## src/rtl/btn_debounce_pkg.sv

```systemverilog
// btn_debounce_pkg: shared state encoding, button indices and default debounce length
package btn_debounce_pkg;
   typedef enum logic [1:0] {STABLE_LO, CHK_HI, STABLE_HI, CHK_LO} db_state_t;
   localparam int BTN_C = 4;
   localparam int BTN_U = 3;
   localparam int BTN_L = 2;
   localparam int BTN_R = 1;
   localparam int BTN_D = 0;
   localparam int DEBOUNCE_DEFAULT = 1_000_000;
endpackage

```

## src/rtl/btn_debounce_ch.sv

```systemverilog
// btn_debounce_ch: one button channel with synchronizer, debounce FSM, edge pulses and sticky press flag
module btn_debounce_ch
   import btn_debounce_pkg::*;
#(
   parameter int DEBOUNCE_CYCLES = DEBOUNCE_DEFAULT
) (
   input  logic i_clk,
   input  logic i_rst,
   input  logic i_btn,
   input  logic i_clr,
   output logic o_level,
   output logic o_press,
   output logic o_release,
   output logic o_event
);
   localparam int CW = $clog2(DEBOUNCE_CYCLES) + 1;
   localparam logic [CW-1:0] LAST = CW'(DEBOUNCE_CYCLES - 1);
   logic s1, s2;
   db_state_t st;
   logic [CW-1:0] cnt;
   logic done, press_nx, release_nx;
   assign done = cnt == LAST;
   assign press_nx = st == CHK_HI && s2 && done;
   assign release_nx = st == CHK_LO && !s2 && done;
   always_ff @(posedge i_clk) begin
      if (i_rst) begin
         s1 <= 1'b0;
         s2 <= 1'b0;
         st <= STABLE_LO;
         cnt <= '0;
         o_level <= 1'b0;
         o_press <= 1'b0;
         o_release <= 1'b0;
         o_event <= 1'b0;
      end else begin
         s1 <= i_btn;
         s2 <= s1;
         o_press <= press_nx;
         o_release <= release_nx;
         o_level <= press_nx | (o_level & ~release_nx);
         o_event <= (o_event & ~i_clr) | press_nx;
         case (st)
            STABLE_LO: if (s2) begin
               st <= CHK_HI;
               cnt <= CW'(1);
            end
            CHK_HI: begin
               st <= !s2 ? STABLE_LO : done ? STABLE_HI : CHK_HI;
               cnt <= (!s2 || done) ? '0 : cnt + 1'b1;
            end
            STABLE_HI: if (!s2) begin
               st <= CHK_LO;
               cnt <= CW'(1);
            end
            default: begin
               st <= s2 ? STABLE_HI : done ? STABLE_LO : CHK_LO;
               cnt <= (s2 || done) ? '0 : cnt + 1'b1;
            end
         endcase
      end
   end
endmodule

```

## src/rtl/btn_debounce_nexys.sv

```systemverilog
// btn_debounce_nexys: debounced, synchronized Nexys A7 push-button bank {C,U,L,R,D}
module btn_debounce_nexys
   import btn_debounce_pkg::*;
#(
   parameter int NUM_BTN = 5,
   parameter int DEBOUNCE_CYCLES = DEBOUNCE_DEFAULT
) (
   input  logic               i_clk,
   input  logic               i_rst,
   input  logic [NUM_BTN-1:0] i_btn,
   input  logic [NUM_BTN-1:0] i_clr,
   output logic [NUM_BTN-1:0] o_level,
   output logic [NUM_BTN-1:0] o_press,
   output logic [NUM_BTN-1:0] o_release,
   output logic [NUM_BTN-1:0] o_event
);
   for (genvar g = 0; g < NUM_BTN; g++) begin : g_ch
      btn_debounce_ch #(.DEBOUNCE_CYCLES(DEBOUNCE_CYCLES)) u_ch (
         .i_clk    (i_clk),
         .i_rst    (i_rst),
         .i_btn    (i_btn[g]),
         .i_clr    (i_clr[g]),
         .o_level  (o_level[g]),
         .o_press  (o_press[g]),
         .o_release(o_release[g]),
         .o_event  (o_event[g])
      );
   end
endmodule
```

## config.mk

```make
export PLATFORM = sky130hd
export DESIGN_NAME = btn_debounce_nexys
export DESIGN_NICKNAME = d
export VERILOG_FILES = /design/src/rtl/btn_debounce_pkg.sv /design/src/rtl/btn_debounce_ch.sv /design/src/rtl/btn_debounce_nexys.sv
export SDC_FILE = /design/constraint.sdc
export NUM_CORES = 1
export LEC_CHECK = 0
export CAP_MARGIN = 5
export CORE_UTILIZATION = 25
export CTS_CLUSTER_DIAMETER = 120
export CTS_CLUSTER_SIZE = 16
export DETAILED_ROUTE_END_ITERATION = 8
export PLACE_DENSITY = 0.37
export SYNTH_ARGS = -nofsm -noshare
export SYNTH_HDL_FRONTEND = slang
export SYNTH_SLANG_ARGS = --single-unit
```

## constraint.sdc

```tcl
create_clock -name i_clk -period 2.45 [get_ports i_clk]
set_input_delay 0.49 -clock i_clk [delete_from_list [all_inputs] [get_ports i_clk]]
set_output_delay 0.49 -clock i_clk [all_outputs]
set_load 0.01 [all_outputs]
```

# [Yosys cells after proc, flatten, opt, wreduce, memory -nomap -nowiden]
# Cells that the tools add are included.
[totals] regBits=145 in_bits=12 out_inout_bits=20 elab_cells=210
[op_classes] add_sub_neg=5 eq_ne=30 mux=60 n_bitwise=30 n_reduce_logical=45
[ops] op="21-bit two-way mux" count=20
[ops] op="21-bit one-hot mux with 3 select lines" count=5
[ops] op="21-bit by 1-bit adder with 21-bit output, second input constant" count=5
[ops] op="21-bit by 20-bit equality test with 1-bit output, second input constant" count=5
[ops] op="2-bit two-way mux" count=30
[ops] op="2-bit one-hot mux with 3 select lines" count=5
[ops] op="2-bit equality test, second input constant" count=10
[ops] op="1-bit logical AND" count=20
[ops] op="1-bit bitwise AND" count=10
[ops] op="2-bit by 1-bit equality test with 1-bit output, second input constant" count=5
[ops] op="2-bit zero test" count=5
[ops] op="1-bit logical OR" count=10
[ops] op="2-bit by 1-bit != test with 1-bit output, second input constant" count=5
[ops] op="2-bit != test, second input constant" count=5
[ops] op="1-bit inverter" count=10
[ops] op="1-bit OR" count=10
[ops] op="2-bit AND reduction" count=5
[ops] op="1-bit zero test" count=5

# [Longest topological paths before layout]
# Gate-level depths: netlist of run 1.
[logic_depth] ltp_word=6 depth_mapped=7 depth_no_buf=6

# [Cells and area by module]
# From an unflattened synthesis of run 1, not the netlist that was laid out.
[unflattened] hier_cells=805 area_unflattened_um2=7118.1
[modules_own_cells] module="btn_debounce_ch (g_ch[0].u_ch ...)" instances=4 cells_each=161 area_each_um2=1423.9 seq_area_each_um2=580.6
[modules_own_cells] module="btn_debounce_ch (g_ch[4].u_ch)" instances=1 cells_each=161 area_each_um2=1422.6 seq_area_each_um2=580.6

# [Worst setup path before layout of run 1]
# OpenSTA, ideal clock, no wires.
[synth_timing] path_type="flip-flop to flip-flop" startpoint="register g_ch[2].u_ch.cnt[0]" endpoint="register g_ch[2].u_ch.cnt[10]" setup_ps=117 arrival_ps=1793 required_time_ps=2333 slack_ps=539 stages_incl_launch_ff=8 path_buffers=1 synth_period_minus_slack_ps=1911 cell_sequence="dfxtp_1 -> ha_1 -> inv_1 -> nor4b_1 -> a21oi_1 -> o21bai_2 -> buf_2 -> nor2_1"
[synth_via] elab_chain_len=4 elab_cells_between_ends=7 classes_between="add/sub (1); eq/ne (1); mux (3); reduce/logical (2)"
[synth_lines] item="start: declaration" line="btn_debounce_ch.sv:20" source="logic [CW-1:0] cnt;"
[synth_lines] item="start signal: assignment" line="btn_debounce_ch.sv:49" source="cnt <= (!s2 || done) ? '0 : cnt + 1'b1;"
[synth_lines] item="start signal: assignment" line="btn_debounce_ch.sv:57" source="cnt <= (s2 || done) ? '0 : cnt + 1'b1;"
[synth_lines] item="branches (longest 3 deep; another with 21-bit by 1-bit adder with 21-bit output)"
[synth_lines] item="21-bit one-hot mux with 3 select lines *" line="btn_debounce_ch.sv:42" source="case (st)"
# Mark *: on every way between the ends.
# A chain may end at the register's enable or synchronous reset.

# [Worst setup path after layout of run 1]
[layout_timing] startpoint="register g_ch[0].u_ch.cnt[9]" endpoint="register g_ch[0].u_ch.cnt[18]"
[layout_via] elab_chain_len=4 elab_cells_between_ends=7 classes_between="add/sub (1); eq/ne (1); mux (3); reduce/logical (2)"
[layout_lines] item="start: declaration" line="btn_debounce_ch.sv:20"
[layout_lines] item="start signal: assignment" line="btn_debounce_ch.sv:49"
[layout_lines] item="start signal: assignment" line="btn_debounce_ch.sv:57"
[layout_lines] item="branches (longest 3 deep; another with 21-bit by 1-bit adder with 21-bit output)"
[layout_lines] item="21-bit one-hot mux with 3 select lines *" line="btn_debounce_ch.sv:42"
# Marked as above.

==> results of run 1 <==
## Yosys cell counts (all sizes together), types with 6 or more instances
| cell type | number |
|---|---|
| nand3b | 6 |
| a21oi | 25 |
| nor3 | 24 |
| xnor2 | 45 |
| inv | 26 |
| mux2i | 6 |
| nor2 | 139 |
| and3 | 12 |
| clkbuf | 10 |
| nand4 | 23 |
| xor2 | 43 |
| o21ai | 14 |
| nand2b | 8 |
| and4 | 7 |
| a31oi | 11 |
| dfxtp | 145 |
| nor2b | 12 |
| buf | 29 |
| nand3 | 43 |
| or3 | 6 |
| nor4 | 22 |
| nand2 | 58 |
## cells by family after synthesis
kind of cell               count (synthesis)  synth area share [%]
and+or+nand+nor                          389                  30.6
AOI/OAI and AO/OA                         79                  7.71
adders and majority gates                  5                 0.933
muxes                                      6                 0.896
xor gates and xnor gates                  88                  11.5
DFF                                      145                  43.3
buffers and inverters                     65                  5.10
## worst reg2reg max path, delay by kind of cell (launching register included)
kind	cells	cell delay [ns]
and+or+nand+nor	4	1.41
AOI/OAI and AO/OA	1	0.18
DFF	1	0.40
## metal layers
metal,GRT usage [%],vias up,part of all wire (%)
li1,-,2712,-
met3,2.72,20,2.9
met5,0,-,0
met2,17.4,67,45
met4,4.71,0,1.5
met1,14.6,2509,50
## registers in the layout, indices dropped and copies added, names as in the netlist
register	flops
g_ch.u_ch.s2	5
g_ch.u_ch.s1	5
g_ch.u_ch.o_press	5
g_ch.u_ch.o_event	5
g_ch.u_ch.cnt	105
g_ch.u_ch.o_level	5
g_ch.u_ch.st	10
g_ch.u_ch.o_release	5
## through the flow
stage               util [%]  cells  power [uW]
floorplan                  -    777        2560
global placement        27.8   1119        2620
detailed placement      27.8   1119        2630
CTS                     30.3   1149        5500
global route            30.3   1149        5620
finish                  30.3   1149        5400
## layout make-up
cell class	count	area (um^2)
sequential	145	2900
multi-input combinational	567	3470
clock buffer	20	457
inverter	26	97.6
fill	2696	18300
tap	335	419
timing repair buffer	46	418
clock inverter	10	184
## worst max-delay path by stage
stage	endpoint	cells past startpoint
2_1_floorplan	g_ch[2].u_ch.cnt[10]$_SDFFE_PP0P_	7
3_3_place_gp	g_ch[2].u_ch.cnt[8]$_SDFFE_PP0P_	7
3_5_place_dp	g_ch[2].u_ch.cnt[17]$_SDFFE_PP0P_	7
4_1_cts	g_ch[2].u_ch.cnt[3]$_SDFFE_PP0P_	7
5_1_grt	g_ch[2].u_ch.cnt[3]$_SDFFE_PP0P_	7
6_report	g_ch[0].u_ch.cnt[18]$_SDFFE_PP0P_	5
## power by group through the flow
stage               Clock [uW]  Sequential, uW  Combinational, uW
floorplan                    0            2450                116
global placement             0            2450                171
detailed placement           0            2450                173
CTS                       2930            2400                173
global route              3030            2400                190
finish                    2830            2400                169
==> reports/results.ini, run 1 <==
[run_status]
status = finished clean

[placed_design]
io_buffers = 31
post-place-ws_ns = 0.0376
dpl_cell_area_um2 = 7300
gp_congestion = 0.787
dp_hpwl_um = 10300

[global_route]
overflow = 0
grt_use_total_pct = 11.1
antenna_found_initial = 0
grt_pass1_vias = 5099
grt_pass1_wl_um = 25000
grt_max_degree = 32

[worst_setup_path]
worstSetupStartpoint = g_ch[0].u_ch.cnt[9]$_SDFFE_PP0P_
cpMaxStageDelayCell = or4b_1
cp_max_fo = 17
required_ns = 2.74
crit_path_end_kind = flip-flop
path_buf_inv = 0
ff2ff_path_depth = 5
critPathArrivalTime_ns = 2.40
reg2reg_from = g_ch[0].u_ch.cnt[9]$_SDFFE_PP0P_
path_class = reg2reg
reg2reg_to = g_ch[0].u_ch.cnt[18]$_SDFFE_PP0P_
ff2ff_setup_slack_ns = 0.34
cp_cell_sequence = or4b_1 > nor4_2 > a21oi_2 > nor2_4 > nor2_1
max_stage_delay_ns = 0.49
crit_path_start_kind = flip-flop
cp_top_family = simple AND/OR/NAND/NOR gates

[final_layout]
diodes = 0
nets = 820
final_area_um2 = 7940
drive_gt1_share_pct = 8.60
final_common_cell = dfxtp_1
syn_to_final_growth_pct = 18.5
final_cell_mix = dfxtp_1, nor2_1, nand2_1, xnor2_1, xor2_1

[timing]
tightest_slew_ns = 0.694
max_freq_mhz = 473
tns_ns = 0
final_hold_viol_count = 0
final.setup_skew_ns = 0.00948
fin_crit_sh_pct = 86.3
holdWs_ns = 0.435
fin_ws_ns = 0.335
setup_viol = 0
slew_headroom_pct = 53.3
finalCriticalPeriod_ns = 2.11
final_max_slew_viol_count = 0
rsz0062_at_grt = no

[cts]
cts.repair.resized = 0
cts.clk_slew.worst_paths_ns = 0.06
hold_buffers = 0
cts_tree = yes
clk_path_buf_depth = 2
h-tree-depth = 4
cts_sinks = 145
cts_setup_buffers = 0
clkLatencyLatePin_ns = 0.42
cts_made_buffers = 17
cts-root-buf = clkbuf_16

[yosys]
synth-edff-count = 0
ys_warn_count = 0
ys_types = 62
ys_ff_latch = 145
synth_area_leaders = dfxtp_1, nor2_1, xnor2_1, xor2_1, nand2_1
async_flop_share_pct = 0
synth_nets = 794
synth_area_leader_cell = dfxtp_1
synth_area_um2 = 6700
syn_area_per_cell_um2 = 8.63
ys_seq_area_share_pct = 43.3
synth_cells = 777
dominantRegCellSynth = dfxtp_1
synth_top_area_share_pct = 43.3

[pwr]
p_switching_uw = 1100
vdd_drop_max_mv = 0.394
comb_power_share_pct = 3.1
p_per_area_nw_per_um2 = 680
p_sw_share_pct = 20.4
clock_power_share_pct = 52.4
p_seq_share_pct = 44.5
leakagePower_uw = 0.00268
internal_power_uw = 4300

[worst_hold_path]
hp-start = g_ch[4].u_ch.s1$_SDFF_PP0_
min_path_cells = 1
holdPathEnd = g_ch[4].u_ch.s2$_SDFF_PP0_
hold_path_class = reg2reg

[routing]
drtPass1Iterations = 4
drt_iter0_markers = 288
finalWirelength_um = 14600
wl_per_cell_um = 12.7
drt.antenna.violating_nets = 0
vias = 5308
viasPerCell = 4.62
drc = 0

[die]
io_pins = 32
die_w_um = 166
fp.dieArea_um2 = 27500
core_um2 = 26200
die_h_um = 166
rows = 59
start_util_pct = 25.6

[flow_run]
maxCapViolCount = 0

Power figures use the tool's default switching activity.
==> inputs of run 2 (changes only) <==
--- a/config.mk
+++ b/config.mk
@@ -6,11 +6,11 @@
 export NUM_CORES = 1
 export LEC_CHECK = 0
 export CAP_MARGIN = 5
+export CORE_MARGIN = 5
 export CORE_UTILIZATION = 25
 export CTS_CLUSTER_DIAMETER = 120
 export CTS_CLUSTER_SIZE = 16
 export DETAILED_ROUTE_END_ITERATION = 8
-export PLACE_DENSITY = 0.37
 export SYNTH_ARGS = -nofsm -noshare
 export SYNTH_HDL_FRONTEND = slang
 export SYNTH_SLANG_ARGS = --single-unit
==> reports/results.ini, run 2 (synthesis gave the netlist of run 1 again) <==
[cts]
cts_setup_buffers = 0
h-tree-depth = 4
clkLatencyLatePin_ns = 0.42
clk_path_buf_depth = 2
cts.clk_slew.worst_paths_ns = 0.06
cts_sinks = 145
cts.repair.resized = 0
cts_tree = yes
hold_buffers = 0
cts_made_buffers = 17
cts-root-buf = clkbuf_16

[run_status]
status = finished clean

[pwr]
leakagePower_uw = 0.00263
vdd_drop_max_mv = 0.487
p_per_area_nw_per_um2 = 649
power_uw = 5100

[die]
die_w_um = 174
core_um2 = 26700
rows = 60
fp.dieArea_um2 = 30200
io_pins = 32
start_util_pct = 25.2
die_h_um = 174

[placed_design]
place_inst = 1122
gp_congestion = 0.801
io_buffers = 31
post-place-ws_ns = 0.330
dpl_cell_area_um2 = 7280
dp_hpwl_um = 8990

[timing]
fin_crit_sh_pct = 86.1
max_freq_mhz = 474
finalCriticalPeriod_ns = 2.11
setup_viol = 0
tightest_slew_ns = 0.655
fin_ws_ns = 0.341
final_max_slew_viol_count = 0
rsz0062_at_grt = no
final_hold_viol_count = 0
final.setup_skew_ns = 0.00730
slew_headroom_pct = 56.1
tns_ns = 0

[worst_setup_path]
crit_path_end_kind = flip-flop
crit_path_start_kind = flip-flop
reg2reg_to = g_ch[1].u_ch.cnt[11]$_SDFFE_PP0P_
ff2ff_path_depth = 5
critPathArrivalTime_ns = 2.39
reg2reg_from = g_ch[1].u_ch.cnt[10]$_SDFFE_PP0P_
cp_max_fo = 12
ff2ff_setup_slack_ns = 0.34
required_ns = 2.73
path_class = reg2reg

[routing]
drt_iter0_markers = 204
met2_wirelength_um = 5750
drc = 0
drtPass1Iterations = 4
viasPerCell = 4.44
top_layer = met4
wl_per_cell_um = 11.0
finalWirelength_um = 12700
drt.antenna.violating_nets = 0
dr_wl_met3_um = 346
vias = 5124
met1_length_um = 6430

[final_layout]
diodes = 0
final_area_um2 = 7860
finalNonFillerCells = 1154
drive_gt1_share_pct = 8.36
fillers = 2807
nets = 817
reg_top3 = g_ch.u_ch.cnt (105), g_ch.u_ch.st (10)
largest_reg_flops = 105
regMostFlops = g_ch.u_ch.cnt
final_cell_mix = dfxtp_1, nor2_1, nand2_1, xnor2_1, xor2_1
syn_to_final_growth_pct = 17.3
final_common_cell = dfxtp_1

[worst_hold_path]
holdPathEnd = g_ch[2].u_ch.s2$_SDFF_PP0_
min_path_cells = 1
hold_path_class = reg2reg
hp-start = g_ch[2].u_ch.s1$_SDFF_PP0_

[global_route]
grt_pass1_wl_um = 22700
grt_pass1_vias = 4894
antenna_found_initial = 0
grt_use_total_pct = 8.78
overflow = 0
grt_max_degree = 31

[flow_run]
maxCapViolCount = 0

-- run 2: worst max-delay path by stage --
stage | end | depth (start not counted) | slack, ns | start
floorplan | g_ch[2].u_ch.cnt[10]$_SDFFE_PP0P_ | 7 | 0.54 | g_ch[2].u_ch.cnt[0]$_SDFFE_PP0P_
global placement | g_ch[2].u_ch.cnt[6]$_SDFFE_PP0P_ | 7 | 0.36 | g_ch[2].u_ch.cnt[0]$_SDFFE_PP0P_
detailed placement | g_ch[1].u_ch.cnt[18]$_SDFFE_PP0P_ | 5 | 0.33 | g_ch[1].u_ch.cnt[10]$_SDFFE_PP0P_
CTS | g_ch[0].u_ch.cnt[6]$_SDFFE_PP0P_ | 5 | 0.33 | g_ch[0].u_ch.cnt[9]$_SDFFE_PP0P_
global route | g_ch[1].u_ch.cnt[15]$_SDFFE_PP0P_ | 6 | 0.18 | g_ch[1].u_ch.cnt[0]$_SDFFE_PP0P_
finish | g_ch[1].u_ch.cnt[11]$_SDFFE_PP0P_ | 5 | 0.34 | g_ch[1].u_ch.cnt[10]$_SDFFE_PP0P_
-- run 2: cell type report --
cell class / instances / area (um^2) / share of cell area (%)
Clock buffer: 19 / 443 / 5.63
Clock inverter: 13 / 136 / 1.73
Inverter: 26 / 97.6 / 1.24
Multi-Input combinational cell: 567 / 3460 / 44.0
Sequential cell: 145 / 2900 / 36.9
Tap cell: 341 / 427 / 5.43
Timing Repair Buffer: 43 / 395 / 5.03
-- run 2: critical path, cell delays in order (launching register included) --
cell,delay [ns]
dfxtp_1,0.37
or4b_1,0.59
nor3_4,0.30
a21oi_2,0.16
o21bai_2,0.45
nor2_1,0.10
-- run 2: per-layer routing --
layer / vias up / track usage [%]
met5: - / 0
li1: 2721 / -
met1: 2341 / 11.5
met2: 48 / 13.9
met4: 0 / 3.17
met3: 14 / 2.40
-- run 2: power by group --
group          internal (uW)  leakage [uW]  switching [uW]  total [uW]
logic                   66.5       0.00118            95.4         162
registers               2380       0.00117            20.7        2400
clock network           1530      0.000281            1010        2540
-- run 2: stage by stage --
step / hold WS (ns) / utilization, %
after floorplan: 0.414 / -
after global placement: 0.417 / 27.3
after detailed placement: 0.425 / 27.3
after CTS: 0.439 / 29.5
after global routing: 0.462 / 29.5
final: 0.437 / 29.5
==> inputs of run 3 (changes only) <==
--- a/config.mk
+++ b/config.mk
@@ -6,7 +6,7 @@
 export NUM_CORES = 1
 export LEC_CHECK = 0
 export CAP_MARGIN = 5
-export CORE_MARGIN = 5
+export CORE_MARGIN = 3
 export CORE_UTILIZATION = 25
 export CTS_CLUSTER_DIAMETER = 120
 export CTS_CLUSTER_SIZE = 16
==> reports/results.ini, run 3 (synthesis gave the netlist of run 1 again) <==
[worst_setup_path]
reg2reg_from = g_ch[4].u_ch.cnt[7]$_SDFFE_PP0P_
required_ns = 2.75
path_class = reg2reg
max_stage_delay_ns = 0.57
reg2reg_to = g_ch[4].u_ch.cnt[9]$_SDFFE_PP0P_
ff2ff_path_depth = 6
critPathArrivalTime_ns = 2.37
cp_max_fo = 12
ff2ff_setup_slack_ns = 0.39
crit_path_end_kind = flip-flop
crit_path_start_kind = flip-flop
cpMaxStageDelayCell = or4b_4
cp_cell_sequence = or4b_4 > nor4_4 > nand2_2 > a21oi_2 > buf_4 > nor2_1

[worst_hold_path]
hold_path_class = reg2reg
hp-start = g_ch[1].u_ch.s1$_SDFF_PP0_
holdPathEnd = g_ch[1].u_ch.s2$_SDFF_PP0_
min_path_cells = 1

[pwr]
comb_power_share_pct = 3.3
vdd_drop_max_mv = 0.449
p_switching_uw = 1050
leakagePower_uw = 0.00263
internal_power_uw = 4040
p_seq_share_pct = 47.2
p_sw_share_pct = 20.7
p_per_area_nw_per_um2 = 647
clock_power_share_pct = 49.5

[die]
io_pins = 32
core_um2 = 26200
die_h_um = 170
start_util_pct = 25.6
die_w_um = 170
fp.dieArea_um2 = 28800
rows = 59

[placed_design]
dp_hpwl_um = 9000
post-place-ws_ns = 0.390
dpl_cell_area_um2 = 7290
gp_congestion = 0.785
io_buffers = 31

[final_layout]
final_area_um2 = 7860
reg_top3 = g_ch.u_ch.cnt (105), g_ch.u_ch.st (10)
post-route-util_pct = 30.0
final_cell_mix = dfxtp_1, nor2_1, nand2_1, xnor2_1, xor2_1
drive_gt1_share_pct = 7.90
final_common_cell = dfxtp_1
fillers = 2723
syn_to_final_growth_pct = 17.3
diodes = 0
largest_reg_flops = 105
regMostFlops = g_ch.u_ch.cnt
nets = 818

[global_route]
grt_pass1_wl_um = 23000
grt_max_degree = 38
antenna_found_initial = 0
grt_use_total_pct = 9.53
overflow = 0
grt_pass1_vias = 4907

[routing]
viasPerCell = 4.55
drt_iter0_markers = 320
finalWirelength_um = 13100
vias = 5205
drc = 0
drt.antenna.violating_nets = 0
drtPass1Iterations = 4
wl_per_cell_um = 11.4

[timing]
tightest_slew_ns = 0.643
slew_headroom_pct = 57.0
finalCriticalPeriod_ns = 2.06
final_hold_viol_count = 0
setup_viol = 0
holdWs_ns = 0.433
rsz0062_at_grt = no
fin_ws_ns = 0.388
max_freq_mhz = 485
tns_ns = 0
fin_crit_sh_pct = 84.2
final.setup_skew_ns = 0.00937
final_max_slew_viol_count = 0

[cts]
cts.repair.resized = 0
cts_tree = yes
clkLatencyLatePin_ns = 0.41
cts_setup_buffers = 0
cts.clk_slew.worst_paths_ns = 0.06
clk_path_buf_depth = 2
hold_buffers = 0
cts_made_buffers = 17
cts_sinks = 145
h-tree-depth = 4
cts-root-buf = clkbuf_16

[flow_run]
maxCapViolCount = 0

[run_status]
status = finished clean

## run 3: changes by cell type in the layout (fill, tap and decap cells not counted), sizes merged
cell,change
buf,+1
clkbuf,+4
clkinv,-5
clkinvlp,-1
inv,-2
## run 3: layout make-up
cell class,count,area [um^2],share of cell area (%)
Clock buffer,23,488,6.21
Clock inverter,5,80.1,1.02
Inverter,26,97.6,1.24
Multi-Input combinational cell,567,3460,44.0
Sequential cell,145,2900,36.9
Tap cell,335,419,5.33
Timing Repair Buffer,44,415,5.28
## run 3: worst max-delay path, delay by kind of cell, from the launching register on
| family | cells | cell delay (ns) |
|---|---|---|
| buf+inv | 1 | 0.20 |
| flops | 1 | 0.35 |
| simple gates | 4 | 1.24 |
| compound gates | 1 | 0.16 |
## run 3: power groups by stage
stage	clock network (uW)	registers, uW	logic (uW)
after floorplan	0	2450	116
after global placement	0	2450	170
after detailed placement	0	2450	171
after CTS	2610	2400	172
after global routing	2700	2400	188
final	2520	2400	169
## run 3: how the worst max path moves through the flow
stage,from,end,slack [ns],depth (start not counted)
2_1_floorplan,g_ch[2].u_ch.cnt[0]$_SDFFE_PP0P_,g_ch[2].u_ch.cnt[10]$_SDFFE_PP0P_,0.54,7
3_3_place_gp,g_ch[4].u_ch.cnt[0]$_SDFFE_PP0P_,g_ch[4].u_ch.cnt[20]$_SDFFE_PP0P_,0.40,6
3_5_place_dp,g_ch[4].u_ch.cnt[7]$_SDFFE_PP0P_,g_ch[4].u_ch.cnt[7]$_SDFFE_PP0P_,0.39,6
4_1_cts,g_ch[4].u_ch.cnt[7]$_SDFFE_PP0P_,g_ch[4].u_ch.cnt[16]$_SDFFE_PP0P_,0.38,6
5_1_grt,g_ch[4].u_ch.cnt[0]$_SDFFE_PP0P_,g_ch[4].u_ch.cnt[20]$_SDFFE_PP0P_,0.16,6
6_report,g_ch[4].u_ch.cnt[7]$_SDFFE_PP0P_,g_ch[4].u_ch.cnt[9]$_SDFFE_PP0P_,0.39,6
## run 3: through the flow
| step | power [uW] | cells |
|---|---|---|
| final | 5090 | 1145 |
| after global routing | 5290 | 1145 |
| after CTS | 5180 | 1145 |
| after detailed placement | 2620 | 1117 |
| after global placement | 2620 | 1117 |
| after floorplan | 2560 | 777 |
## run 3: layer usage
| layer | routed length [um] | track usage, % | up-vias | share of wire [%] |
|---|---|---|---|---|
| li1 | - | - | 2706 | - |
| met1 | 6600 | 12.3 | 2433 | 51 |
| met2 | 5820 | 15.0 | 52 | 45 |
| met3 | 391 | 2.80 | 14 | 3.0 |
| met4 | 244 | 3.73 | 0 | 1.9 |
| met5 | 0 | 0 | - | 0 |
